File: config.mk
export PLATFORM = sky130hd
export DESIGN_NAME = cryptoclk_freq_meter
export DESIGN_NICKNAME = d
export VERILOG_FILES = /design/src/rtl/cw_clk_pkg.sv /design/src/rtl/toggle_edge_sync.sv /design/src/rtl/cryptoclk_freq_meter.sv
export SDC_FILE = /design/constraint.sdc
export NUM_CORES = 1
export LEC_CHECK = 0
export BUFFER_PORTS_ARGS = -buffer_cell sky130_fd_sc_hd__clkbuf_2
export CORE_ASPECT_RATIO = 0.9
export CORE_MARGIN = 1
export CORE_UTILIZATION = 55
export DETAILED_ROUTE_END_ITERATION = 10
export PLACE_DENSITY = 0.76
export SYNTH_ARGS = -nofsm -noshare
export SYNTH_HDL_FRONTEND = slang
export SYNTH_SLANG_ARGS = --single-unit
File: constraint.sdc
create_clock -name crypto_clk -period 3.3 [get_ports crypto_clk]
set_clock_uncertainty 0.05 [all_clocks]
set_input_delay 0.165 -clock crypto_clk [delete_from_list [all_inputs] [get_ports crypto_clk]]
set_output_delay 0.165 -clock crypto_clk [all_outputs]
set_load 0.005 [all_outputs]
File: src/rtl/cw_clk_pkg.sv
// rtl/cw_clk_pkg.sv - shared types and constants for crypto-clock frequency measurement
package cw_clk_pkg;

  typedef enum logic [1:0] {
    ST_IDLE  = 2'd0,
    ST_ARM   = 2'd1,
    ST_COUNT = 2'd2,
    ST_DONE  = 2'd3
  } meter_state_t;

  localparam int DEFAULT_COUNT_W     = 24;
  localparam int DEFAULT_ARM_TIMEOUT = 1 << 20;

  // Offsets of the bridged result registers in the USB register file
  localparam logic [7:0] FREQ_COUNT_OFS  = 8'h00;
  localparam logic [7:0] FREQ_STATUS_OFS = 8'h04;

  localparam int STATUS_VALID_BIT    = 0;
  localparam int STATUS_BUSY_BIT     = 1;
  localparam int STATUS_OVERFLOW_BIT = 2;
  localparam int STATUS_TIMEOUT_BIT  = 3;

  // The internal counter must hold both the saturated result and the arm timeout.
  function automatic int meter_cnt_w(int count_w, int arm_timeout);
    int tw;
    tw = $clog2(arm_timeout);
    return (count_w > tw) ? count_w : tw;
  endfunction

endpackage

File: src/rtl/toggle_edge_sync.sv
// rtl/toggle_edge_sync.sv - synchronizes a slow toggle into the local clock and flags each transition
module toggle_edge_sync #(
  parameter int SYNC_STAGES = 2
) (
  input  logic clk,
  input  logic rst,
  input  logic toggle,
  output logic gate_edge
);

  localparam logic [2:0] FILL_DONE = 3'(SYNC_STAGES + 1);

  (* ASYNC_REG = "TRUE" *) logic [SYNC_STAGES-1:0] sync_q;
  logic       edge_q;
  logic [2:0] fill_q;

  always_ff @(posedge clk) begin
    if (rst) begin
      sync_q <= '0;
      edge_q <= 1'b0;
      fill_q <= '0;
    end else begin
      sync_q <= {sync_q[SYNC_STAGES-2:0], toggle};
      edge_q <= sync_q[SYNC_STAGES-1];
      if (fill_q != FILL_DONE) fill_q <= fill_q + 3'd1;
    end
  end

  // Edges are masked until the chain and edge register hold the post-reset level,
  // so a toggle input sitting high at reset release is not seen as a transition.
  assign gate_edge = (fill_q == FILL_DONE) && (sync_q[SYNC_STAGES-1] ^ edge_q);

endmodule

File: src/rtl/cryptoclk_freq_meter.sv
// rtl/cryptoclk_freq_meter.sv - counts crypto-clock cycles across one gate half-period
module cryptoclk_freq_meter
  import cw_clk_pkg::*;
#(
  parameter int COUNT_W     = DEFAULT_COUNT_W,
  parameter int SYNC_STAGES = 2,
  parameter int ARM_TIMEOUT = DEFAULT_ARM_TIMEOUT
) (
  input  logic               crypto_clk,
  input  logic               reset_i,
  input  logic               I_gate_toggle,
  input  logic               I_start,
  input  logic               I_abort,
  input  logic               I_ack,
  output logic [COUNT_W-1:0] O_count,
  output logic               O_valid,
  output logic               O_busy,
  output logic               O_overflow,
  output logic               O_timeout
);

  localparam int              CNT_W    = meter_cnt_w(COUNT_W, ARM_TIMEOUT);
  localparam logic [CNT_W-1:0] CNT_SAT  = CNT_W'({COUNT_W{1'b1}});
  localparam logic [CNT_W-1:0] ARM_LAST = CNT_W'(ARM_TIMEOUT - 1);

  logic gate_edge;

  meter_state_t       state_q, state_d;
  logic [CNT_W-1:0]   cnt_q, cnt_d;
  logic [COUNT_W-1:0] count_q, count_d;
  logic               valid_q, valid_d;
  logic               busy_q, busy_d;
  logic               ovf_q, ovf_d;
  logic               tmo_q, tmo_d;

  toggle_edge_sync #(
    .SYNC_STAGES (SYNC_STAGES)
  ) u_gate_sync (
    .clk       (crypto_clk),
    .rst       (reset_i),
    .toggle    (I_gate_toggle),
    .gate_edge (gate_edge)
  );

  always_ff @(posedge crypto_clk) begin
    if (reset_i) begin
      state_q <= ST_IDLE;
      cnt_q   <= '0;
      count_q <= '0;
      valid_q <= 1'b0;
      busy_q  <= 1'b0;
      ovf_q   <= 1'b0;
      tmo_q   <= 1'b0;
    end else begin
      state_q <= state_d;
      cnt_q   <= cnt_d;
      count_q <= count_d;
      valid_q <= valid_d;
      busy_q  <= busy_d;
      ovf_q   <= ovf_d;
      tmo_q   <= tmo_d;
    end
  end

  always_comb begin
    state_d = state_q;
    cnt_d   = cnt_q;
    count_d = count_q;
    valid_d = valid_q;
    ovf_d   = ovf_q;
    tmo_d   = tmo_q;

    if (I_abort && (state_q != ST_IDLE)) begin
      state_d = ST_IDLE;
      valid_d = 1'b0;
    end else begin
      case (state_q)
        ST_IDLE: begin
          if (I_start && !I_abort) begin
            state_d = ST_ARM;
            cnt_d   = '0;
            ovf_d   = 1'b0;
            tmo_d   = 1'b0;
            valid_d = 1'b0;
          end
        end
        ST_ARM: begin
          // An edge arriving on the timeout cycle still starts the measurement.
          if (gate_edge) begin
            state_d = ST_COUNT;
            cnt_d   = CNT_W'(1);
          end else if (cnt_q == ARM_LAST) begin
            state_d = ST_DONE;
            tmo_d   = 1'b1;
            count_d = '0;
            valid_d = 1'b1;
          end else begin
            cnt_d = cnt_q + 1'b1;
          end
        end
        ST_COUNT: begin
          if (gate_edge) begin
            state_d = ST_DONE;
            count_d = cnt_q[COUNT_W-1:0];
            valid_d = 1'b1;
          end else if (cnt_q == CNT_SAT) begin
            ovf_d = 1'b1;
          end else begin
            cnt_d = cnt_q + 1'b1;
          end
        end
        ST_DONE: begin
          if (I_ack) begin
            state_d = ST_IDLE;
            valid_d = 1'b0;
          end
        end
        default: state_d = ST_IDLE;
      endcase
    end

    busy_d = (state_d == ST_ARM) || (state_d == ST_COUNT);
  end

  assign O_count    = count_q;
  assign O_valid    = valid_q;
  assign O_busy     = busy_q;
  assign O_overflow = ovf_q;
  assign O_timeout  = tmo_q;

endmodule
==> results of run 1 <==
==> metrics by stage <==
step / util / total power, uW / hold WS, ns / instance area (um^2)
after detailed placement: 0.617 / 1220 / 0.346 / 3300
after floorplan: - / 1110 / 0.243 / 3100
final: 0.656 / 1880 / 0.247 / 3510
after CTS: 0.656 / 1890 / 0.230 / 3510
after global routing: 0.656 / 1970 / 0.248 / 3510
after global placement: 0.617 / 1210 / 0.335 / 3300
==> metal layers <==
layer  wire [um]  vias to the layer above  track usage
li1            -                     1466            -
met1        3540                     1477        0.365
met2        3770                       93        0.461
met3         384                       12       0.0688
met4         114                        0        0.119
met5           0                        -            0
==> state kept, by name (all words and copies together), names as in the netlist <==
register and flops:
u_gate_sync.sync_q 2, O_count 24, u_gate_sync.edge_q 1, O_overflow 1, O_timeout 1, O_valid 1
state_q 2, O_busy 1, cnt_q 24, u_gate_sync.fill_q 3
==> worst register-to-register path, stage by stage, from the launching register on <==
cell,delay (ns)
dfxtp_1,0.33
ha_1,0.21
ha_1,0.33
and2_4,0.22
a2111o_1,0.59
or4_1,0.48
or4_1,0.41
a21oi_1,0.14
==> worst max-delay path by stage <==
stage,to,from
finish,cnt_q[18],u_gate_sync.fill_q[0]
global route,O_count[19],cnt_q[4]
CTS,cnt_q[18],u_gate_sync.fill_q[0]
detailed placement,cnt_q[18],u_gate_sync.fill_q[0]
global placement,cnt_q[18],u_gate_sync.fill_q[0]
floorplan,cnt_q[18],state_q[0]
==> cell usage in the layout (no fill, tap or decap), drive strengths merged, types with 3 or more instances in the layout <==
master	n
or3	7
clkbuf	42
a21oi	51
nor3	5
or4	17
a211oi	3
inv	6
or2	4
nor2b	10
o31ai	17
and3	6
and2	6
clkinvlp	4
nor2	12
nand4	32
a41oi	3
a2111oi	3
dfxtp	60
buf	10
nand2	12
o21ai	32
nand3	16
ha	9
==> final cells by class <==
cell class | instances | area [um^2]
tap | 67 | 83.8
fill | 459 | 1840
timing repair buffer | 44 | 250
inverter | 6 | 22.5
multi-input combinational | 273 | 1750
sequential | 60 | 1200
clock inverter | 7 | 77.6
clock buffer | 9 | 124
==> where the power goes <==
| group | switching (uW) | internal, uW | total (uW) |
|---|---|---|---|
| Sequential | 23.8 | 750 | 773 |
| Clock | 317 | 350 | 667 |
| Combinational | 295 | 148 | 443 |
==> cell families (layout without fill, tap and decap cells) <==
group                    Yosys count  count (layout)  synth area share
AO/OA/AOI/OAI                    122             122             0.245
XOR/XNOR                           2               2           0.00807
adder cells (fa/ha/maj)            9               9            0.0363
buffers and inverters             35              66            0.0496
flip-flops                        60              60             0.387
multiplexers                       3               3            0.0101
AND/OR/NAND/NOR                  137             137             0.263
==> metrics.cfg, run 1 <==
[run_status]
status = completed

[cts]
cts-resized-gates = 0
numCtsBuffers = 9
hold_buffers = 1
cts.sinks = 60
root_buffer = clkbuf_8
cts_tree = yes
cts.clk_slew.worst_paths_ns = 0.07
cts_setup_buffers = 0
cts.htree.levels = 3
clockBufferDepth = 2
clock_latency_ns = 0.35

[sta]
maxSlewViolCount = 0
hold_viol_final = 0
setup-violations-final = 0
layout_setup_ws_ns = 0.492
post-route-period-util = 0.851
fmax_mhz = 356
fin_tns_setup_ns = 0
worst_slew_pin_slew_ns = 1.01
relSlewSlack = 0.328
min_period_ns = 2.81
grt_setup_unrepaired = no

[critical_path]
worstPathRequired_ns = 3.54
timing.rr.start = u_gate_sync.fill_q[0]
critPathMaxFanout = 15
critPathMaxStageDelay_ns = 0.59
crit_arrival_ns = 3.04
path_depth = 7
path_class = reg2reg
r2r_slack_ns = 0.49
r2r_end = cnt_q[18]
worst-path-buf-inv = 0
crit_family = simple AND/OR/NAND/NOR gates
setup.worst_path.start_class = register
rr_worst_depth = 7
crit_slowest_cell = a2111o_1
crit_path_end_kind = register
path_cells = ha_1 > ha_1 > and2_4 > a2111o_1 > or4_1 > or4_1 > a21oi_1

[synthesis]
synth_area_um2 = 3100
synth_area_leaders = dfxtp_1 (39%), a21oi_1 (8.2%), nand4_1 (6.5%), o21ai_0 (5.2%), o31ai_1 (4.1%)
synth.top_cells.by_count = dfxtp_1 (60), a21oi_1 (51), nand4_1 (32), o21ai_0 (32), clkbuf_1 (21)
synth-seq-cells = 60
synth_most_common_cell = dfxtp_1
synth_top_area_cell = dfxtp_1
synth_edf_count = 0
synth_warnings = 0
synth.distinct_cells = 49
synthFlopType = dfxtp_1
syn_nets = 383
yosysSeqAreaShare = 0.387
async_flop_share = 0
postSynthAreaPerCell_um2 = 8.43
synth_cells = 368
yosysTopAreaCellShare = 0.387

[worst_hold_path]
worstHoldEndpoint = u_gate_sync.fill_q[2]
hold_start = reset_i
hold_depth = 3
hp-class = in2reg

[finish]
n_antenna_cell = 0
area_growth_pct = 13.2
drive_gt1_frac = 0.175
nets = 409
final_cells = 466

[global_routing]
grt_pass1_wl_um = 12900
grt_pass1_vias = 2740
track_usage = 0.286
gr-total-overflow = 0
grt_antenna_before_repair = 0
grt_max_degree = 42

[power_and_ir_drop]
pwr_density_cell_nw_per_um2 = 536
p_leak_uw = 0.00121
max-vdd-ir-drop_mv = 0.498

[die]
initial_core_util = 0.580
die_w_um = 81.2
die-area_um2 = 5940
die_h_um = 73.2
num_io_pins = 34
core_um2 = 5350
std_cell_rows = 25

[routing]
viasPerCell = 6.54
drtIter0Drc = 259
drc = 0
drtPass1Iterations = 4
ant_nets = 0
wirelength_um = 7810
num_vias = 3048
routedWlPerCell_um = 16.8

[place]
pre_cts_ws_ns = 0.523
gp_congestion = 0.875
dp_cells = 449
dp_hpwl_um = 5310
io_buffers = 33

[flow_run]
cap_violations = 0

Power figures use the tool's default switching activity.
==> run 2: changes to the inputs <==
--- a/config.mk
+++ b/config.mk
@@ -6,11 +6,14 @@
 export NUM_CORES = 1
 export LEC_CHECK = 0
 export BUFFER_PORTS_ARGS = -buffer_cell sky130_fd_sc_hd__clkbuf_2
+export CELL_PAD_IN_SITES_DETAIL_PLACEMENT = 0
+export CELL_PAD_IN_SITES_GLOBAL_PLACEMENT = 1
 export CORE_ASPECT_RATIO = 0.9
 export CORE_MARGIN = 1
-export CORE_UTILIZATION = 55
+export CORE_UTILIZATION = 44
 export DETAILED_ROUTE_END_ITERATION = 10
-export PLACE_DENSITY = 0.76
+export PLACE_DENSITY_LB_ADDON = 0.1
+export SKIP_CTS_REPAIR_TIMING = 1
 export SYNTH_ARGS = -nofsm -noshare
 export SYNTH_HDL_FRONTEND = slang
 export SYNTH_SLANG_ARGS = --single-unit
==> run 2 against run 1 <==
  * Sequential share of layout area fell by 0.28 points
  * Register-to-register slack improved by 0.10 ns
  * Via count fell by 2.2%
  * Critical path depth rose by 1
  * Setup slack improved by 0.10 ns
  * Die area rose by 24%
  * Fmax rose by 3.8%
  * The run now ends with hold timing left
  * Clock power fell by 13%
  * Flip-flop and latch count did not move
  * Highest routed layer unchanged
==> metrics.cfg, run 2 (synthesis gave the netlist of run 1 again) <==
[flow_run]
cap_violations = 0  ; unchanged

[sta]
hold_viol_final = 1  ; +1
worst_slew_pin_slew_ns = 0.760  ; -0.248 ns
relSlewSlack = 0.492  ; +0.165
min_period_ns = 2.71  ; -0.103 ns
setup-violations-final = 0  ; unchanged
post-route-period-util = 0.820  ; -0.0312
fin_tns_setup_ns = 0  ; unchanged
hold_ws_ns = -0.0114  ; -0.258 ns
maxSlewViolCount = 0  ; unchanged
grt_setup_unrepaired = no
fmax_mhz = 370  ; +3.8%
layout_setup_ws_ns = 0.595  ; +0.103 ns

[die]
die-area_um2 = 7390  ; +24%
core_um2 = 6690  ; +25%
die_w_um = 90.5  ; +12%
die_h_um = 81.7  ; +11%
initial_core_util = 0.464  ; -0.116
num_io_pins = 34  ; unchanged
std_cell_rows = 28  ; +12%

[finish]
mostFrequentLayoutCell = dfxtp_1
nets = 412  ; +0.73%
final_cell_mix = dfxtp_1 (60), a21oi_1 (51), clkbuf_2 (33)
n_antenna_cell = 0  ; unchanged
area_growth_pct = 14.1
post-route-util = 0.529  ; -0.127
drive_gt1_frac = 0.177  ; +0.00162
final_area_um2 = 3540  ; +0.82%

[cts]
cts.htree.levels = 3  ; unchanged
clockBufferDepth = 2  ; unchanged
cts_tree = yes
numCtsBuffers = 9  ; unchanged
clock_latency_ns = 0.34  ; about the same
cts.clk_slew.worst_paths_ns = 0.06  ; about the same
root_buffer = clkbuf_8
cts.sinks = 60  ; unchanged

[critical_path]
critPathMaxFanout = 14  ; -1
critPathMaxStageDelay_ns = 0.55  ; -0.04 ns
r2r_end = cnt_q[10]
worst-path-buf-inv = 2  ; +2
crit_path_end_kind = register
path_cells = inv_1 > ha_1 > and2_4 > a2111o_1 > buf_4 > or3_1 > or3_1 > a21oi_1
crit_arrival_ns = 2.92  ; -0.12 ns
crit_slowest_cell = a2111o_1
worstPathRequired_ns = 3.52  ; -0.02 ns
setup.worst_path.start_class = register
r2r_slack_ns = 0.59  ; +0.10 ns
path_class = reg2reg
timing.rr.start = state_q[0]
crit_family = simple AND/OR/NAND/NOR gates
crit_top_cell = or3_1
rr_worst_depth = 8  ; +1

[routing]
routedWlPerCell_um = 16.5  ; -1.5%
ant_nets = 0  ; unchanged
viasPerCell = 6.07  ; -7.1%
drtIter0Drc = 196  ; -24%
drtPass1Iterations = 4  ; unchanged
wirelength_um = 8100  ; +3.8%
drc = 0  ; unchanged
num_vias = 2982  ; -2.2%

[place]
pre_cts_ws_ns = 0.622  ; +0.0990 ns
gp_congestion = 0.868  ; -0.81%
io_buffers = 33  ; unchanged
placed_cell_area_um2 = 3370  ; +2.2%
dp_hpwl_um = 5640  ; +6.2%

[power_and_ir_drop]
max-vdd-ir-drop_mv = 0.229  ; -54%
p_leak_uw = 0.00123  ; +1.7%
pwr_density_cell_nw_per_um2 = 513  ; -4.4%

[run_status]
status = complete, but fails checks
violations = hold timing

[global_routing]
grt_max_degree = 36  ; -14%
track_usage = 0.238  ; -0.0482
gr-total-overflow = 0  ; unchanged
grt_pass1_vias = 2808  ; +2.5%
grt_pass1_wl_um = 13900  ; +7.6%
grt_antenna_before_repair = 0  ; unchanged

[worst_hold_path]
worstHoldEndpoint = u_gate_sync.sync_q[0]
hold_depth = 2  ; -1
hold_start = I_gate_toggle
hp-class = in2reg

-- run 2: cell count changes in the layout (fill, tap and decap cells not counted), sizes merged --
cell         previous run  this run
buf                    10        14
clkbuf                 42        46
clkinvlp                4         0
bufinv                  1         0
dlygate4sd3             1         0
-- run 2: metal layers --
metal / global-route usage / part of all wire
met4: 0.0887 / 0.014
met1: 0.299 / 0.46
met3: 0.0519 / 0.054
met2: 0.404 / 0.47
met5: 0 / 0
-- run 2: layout make-up --
cell class | count | area, um^2
Clock inverter | 2 | 10.0
Timing Repair Buffer | 47 | 283
Sequential cell | 60 | 1200
Inverter | 6 | 22.5
Tap cell | 90 | 113
Fill cell | 668 | 3150
Multi-Input combinational cell | 273 | 1750
Clock buffer | 13 | 159
-- run 2: per-stage QoR --
| step | instances | total power [uW] |
|---|---|---|
| 2_1_floorplan | 368 | 1110 |
| 3_3_place_gp | 476 | 1230 |
| 3_5_place_dp | 476 | 1240 |
| 4_1_cts | 491 | 1820 |
| 5_1_grt | 491 | 1910 |
| 6_report | 491 | 1820 |
-- run 2: power breakdown --
group,internal [uW],switching [uW],leakage (uW)
sequential,750,22.1,0.000485
combinational,155,308,0.000653
clock,307,274,0.0000893
-- run 2: how the worst max path moves through the flow --
stage	endpoint	start	cells after the start	slack, ns
after CTS	cnt_q[10]	state_q[0]	8	0.59
after detailed placement	cnt_q[10]	state_q[0]	8	0.62
after global routing	cnt_q[10]	state_q[0]	8	0.45
after floorplan	cnt_q[18]	state_q[0]	7	0.90
final	cnt_q[10]	state_q[0]	8	0.59
after global placement	cnt_q[10]	state_q[0]	8	0.70
==> run 3: changes to the inputs <==
--- a/config.mk
+++ b/config.mk
@@ -5,12 +5,13 @@
 export SDC_FILE = /design/constraint.sdc
 export NUM_CORES = 1
 export LEC_CHECK = 0
+export ABC_AREA = 1
 export BUFFER_PORTS_ARGS = -buffer_cell sky130_fd_sc_hd__clkbuf_2
 export CELL_PAD_IN_SITES_DETAIL_PLACEMENT = 0
 export CELL_PAD_IN_SITES_GLOBAL_PLACEMENT = 1
 export CORE_ASPECT_RATIO = 0.9
 export CORE_MARGIN = 1
-export CORE_UTILIZATION = 44
+export CORE_UTILIZATION = 42
 export DETAILED_ROUTE_END_ITERATION = 10
 export PLACE_DENSITY_LB_ADDON = 0.1
 export SKIP_CTS_REPAIR_TIMING = 1
==> constraint.sdc (replaced) <==
create_clock -name crypto_clk -period 2.5 [get_ports crypto_clk]
set_clock_uncertainty 0.05 [all_clocks]
set_input_delay 0.125 -clock crypto_clk [delete_from_list [all_inputs] [get_ports crypto_clk]]
set_output_delay 0.125 -clock crypto_clk [all_outputs]
set_load 0.005 [all_outputs]
==> run 3 against run 2 <==
  * The flow now finishes without violations
  * Sequential share of layout area decreased by 1.4 points
  * Non-clock buffer count fell by 2
  * Combinational power grew 71%
  * First-iteration DRC count fell by 27%
  * Power up 57%
  * Die area grew 7.7%
  * Global-route usage fell by 3.3 points
  * Flip-flop and latch count unchanged
  * Core utilization fell by 1.5 points
  * Synthesized area grew 2.9%
  * Synthesized cell count is 23% higher
  * Critical endpoint is now cnt_q[7]
  * Highest routed layer unchanged
==> metrics.cfg, run 3 <==
[synthesis]
yosysSeqAreaShare = 0.376  ; -0.0111
yosys.area_share.xor_xnor = 0  ; -0.00807
synthSimpleGateAreaFrac = 0.387  ; +0.123
synth_compound_area_frac = 0.111  ; -0.134
synth_top_family_by_area = simple AND/OR/NAND/NOR gates
synthAdderAreaFrac = 0.0353  ; -0.00104
synthFlopType = dfxtp_1
synth_top_area_cell = dfxtp_1
synth_area_um2 = 3190  ; +2.9%
synth-seq-cells = 60  ; unchanged
synthMuxAreaShare = 0  ; -0.0101
async_flop_share = 0  ; unchanged
synth_area_leaders = dfxtp_1 (38%), nand2_1 (12%), nand3_1 (7.8%), a21oi_1 (6.3%), nor2_1 (5.6%)
synth.top_cells.by_count = nand2_1 (106), dfxtp_1 (60), nand3_1 (50)
yosysTopAreaCellShare = 0.376  ; -0.0111
synth.distinct_cells = 33  ; -33%
synth_cells = 452  ; +23%
postSynthAreaPerCell_um2 = 7.06  ; -16%
syn_nets = 467  ; +22%
synth_edf_count = 0  ; unchanged
synth_most_common_cell = nand2_1
synth_warnings = 0  ; unchanged

[global_routing]
grt_pass1_vias = 2570  ; -8.5%
track_usage = 0.205  ; -0.0330
grt_antenna_before_repair = 0  ; unchanged
gr-total-overflow = 0  ; unchanged
grt_max_degree = 26  ; -28%
grt_pass1_wl_um = 12600  ; -9.2%

[critical_path]
path_class = reg2reg
crit_arrival_ns = 2.50  ; -0.42 ns
r2r_slack_ns = 0.22  ; -0.38 ns
worstPathRequired_ns = 2.72  ; -0.80 ns
timing.rr.start = cnt_q[0]
critPathMaxFanout = 10  ; -4
setup.worst_path.start_class = register
r2r_end = cnt_q[7]
rr_worst_depth = 12  ; +4
crit_path_end_kind = register

[routing]
wirelength_um = 7540  ; -7.0%
routedWlPerCell_um = 12.8  ; -22%
met1_length_um = 3870  ; +3.0%
wl_met3_um = 301  ; -31%
route.met2.wl_um = 3260  ; -14%
viasPerCell = 4.99  ; -18%
routed.top_layer = met4
ant_nets = 0  ; unchanged
drtPass1Iterations = 4  ; unchanged
drtIter0Drc = 144  ; -27%
drc = 0  ; unchanged
num_vias = 2939  ; -1.4%

[power_and_ir_drop]
netSwitchingPower_uw = 955  ; +58%
p_leak_uw = 0.00151  ; +23%
p_seq_frac = 0.368  ; -0.057
max-vdd-ir-drop_mv = 0.578  ; +150%
combinationalPowerShare = 0.277  ; +0.022
pwr_density_cell_nw_per_um2 = 773  ; +51%
clkPwrFrac = 0.355  ; +0.035
intPower_uw = 1900  ; +56%
switching_share = 0.335  ; +0.00253

[place]
gp_congestion = 0.854  ; -1.6%
dp_cells = 570  ; +20%
dp_hpwl_um = 5520  ; -2.1%
placed_cell_area_um2 = 3430  ; +1.7%
io_buffers = 33  ; unchanged

[worst_hold_path]
hp-class = in2reg
hold_start = I_ack
hold_depth = 6  ; +4
worstHoldEndpoint = O_valid

[cts]
numCtsBuffers = 9  ; unchanged
root_buffer = clkbuf_8
clock_latency_ns = 0.33  ; about the same
cts_tree = yes
cts.clk_slew.worst_paths_ns = 0.06  ; about the same
clockBufferDepth = 2  ; unchanged
cts.htree.levels = 3  ; unchanged
cts.sinks = 60  ; unchanged

[sta]
grt_setup_unrepaired = no
relSlewSlack = 0.563  ; +0.0706
maxSlewViolCount = 0  ; unchanged
fin_tns_setup_ns = 0  ; unchanged
fmax_mhz = 438  ; +19%
min_period_ns = 2.28  ; -0.422 ns
hold_viol_final = 0  ; -1
worst_slew_pin_slew_ns = 0.649  ; -0.111 ns
setup-violations-final = 0  ; unchanged
post-route-period-util = 0.913  ; +0.0933

[finish]
post-route-util = 0.514  ; -0.0154
multi_input_area_um2 = 1700  ; -2.9%
drive_gt1_frac = 0.183  ; +0.00641
n_antenna_cell = 0  ; unchanged
num-fill-cells = 753  ; +13%
final_cell_mix = nand2_1 (106), dfxtp_1 (60), nand3_1 (50)
area_growth_pct = 15.6
final_area_um2 = 3690  ; +4.2%
final_cells = 589  ; +20%
mostFrequentLayoutCell = nand2_1
seqCellArea_um2 = 1200  ; unchanged
nets = 506  ; +23%

[die]
core_um2 = 7180  ; +7.4%
initial_core_util = 0.444  ; -0.0191
die_h_um = 84.7  ; +3.8%
die_w_um = 93.9  ; +3.8%
std_cell_rows = 29  ; +3.6%
num_io_pins = 34  ; unchanged
die-area_um2 = 7960  ; +7.7%

[flow_run]
cap_violations = 0  ; unchanged

[run_status]
status = completed

run 3: cell type report:
cell class              count  area share
flip-flops and latches     60       0.326
well taps                  93      0.0315
repair buffers             45      0.0699
multi-input cells         329       0.461
clock buffers              12      0.0448
inverters                  46      0.0482
clock inverters             4      0.0190
run 3: how the worst max path moves through the flow:
| stage | start | endpoint |
|---|---|---|
| 3_5_place_dp | u_gate_sync.fill_q[0] | cnt_q[17] |
| 3_3_place_gp | state_q[1] | cnt_q[17] |
| 6_report | cnt_q[0] | cnt_q[7] |
| 5_1_grt | u_gate_sync.fill_q[0] | O_count[23] |
| 4_1_cts | state_q[1] | cnt_q[17] |
| 2_1_floorplan | u_gate_sync.fill_q[0] | cnt_q[3] |
run 3: per-stage QoR:
stage	total power, uW	hold WS (ns)	setup slack [ns]
after floorplan	1690	0.182	0.542
after global placement	1850	0.275	0.236
after detailed placement	1850	0.272	0.258
after CTS	2880	-0.0880	0.245
after global routing	3030	0.291	0.0115
final	2850	0.231	0.217
run 3: cells by family (layout without fill, tap and decap cells):
kind of cell	after synthesis	after routing
simple gates	256	256
flops	60	60
buf+inv	63	107
fa+ha+maj	9	9
compound gates	64	64
run 3: worst max-delay path, cell delays in order (launching register included):
cell     delay [ns]
dfxtp_1        0.41
ha_1           0.21
nand2_1        0.11
nor2_4         0.25
nand2_4        0.11
nor2_8         0.18
nand3_2        0.11
nand2_2        0.11
nor2_4         0.07
buf_4          0.14
a21oi_4        0.26
nand2_1        0.10
nor2_1         0.10
run 3: routing by layer:
metal / GRT usage / vias up
met4: 0.0769 / 0
li1: - / 1568
met1: 0.288 / 1307
met3: 0.0471 / 9
met5: 0 / -
met2: 0.302 / 55
run 3: power by group through the flow:
stage	Combinational, uW	Clock, uW	Sequential [uW]
floorplan	632	0	1060
global placement	775	0	1070
detailed placement	783	0	1070
CTS	785	1040	1050
global route	889	1090	1050
finish	791	1010	1050
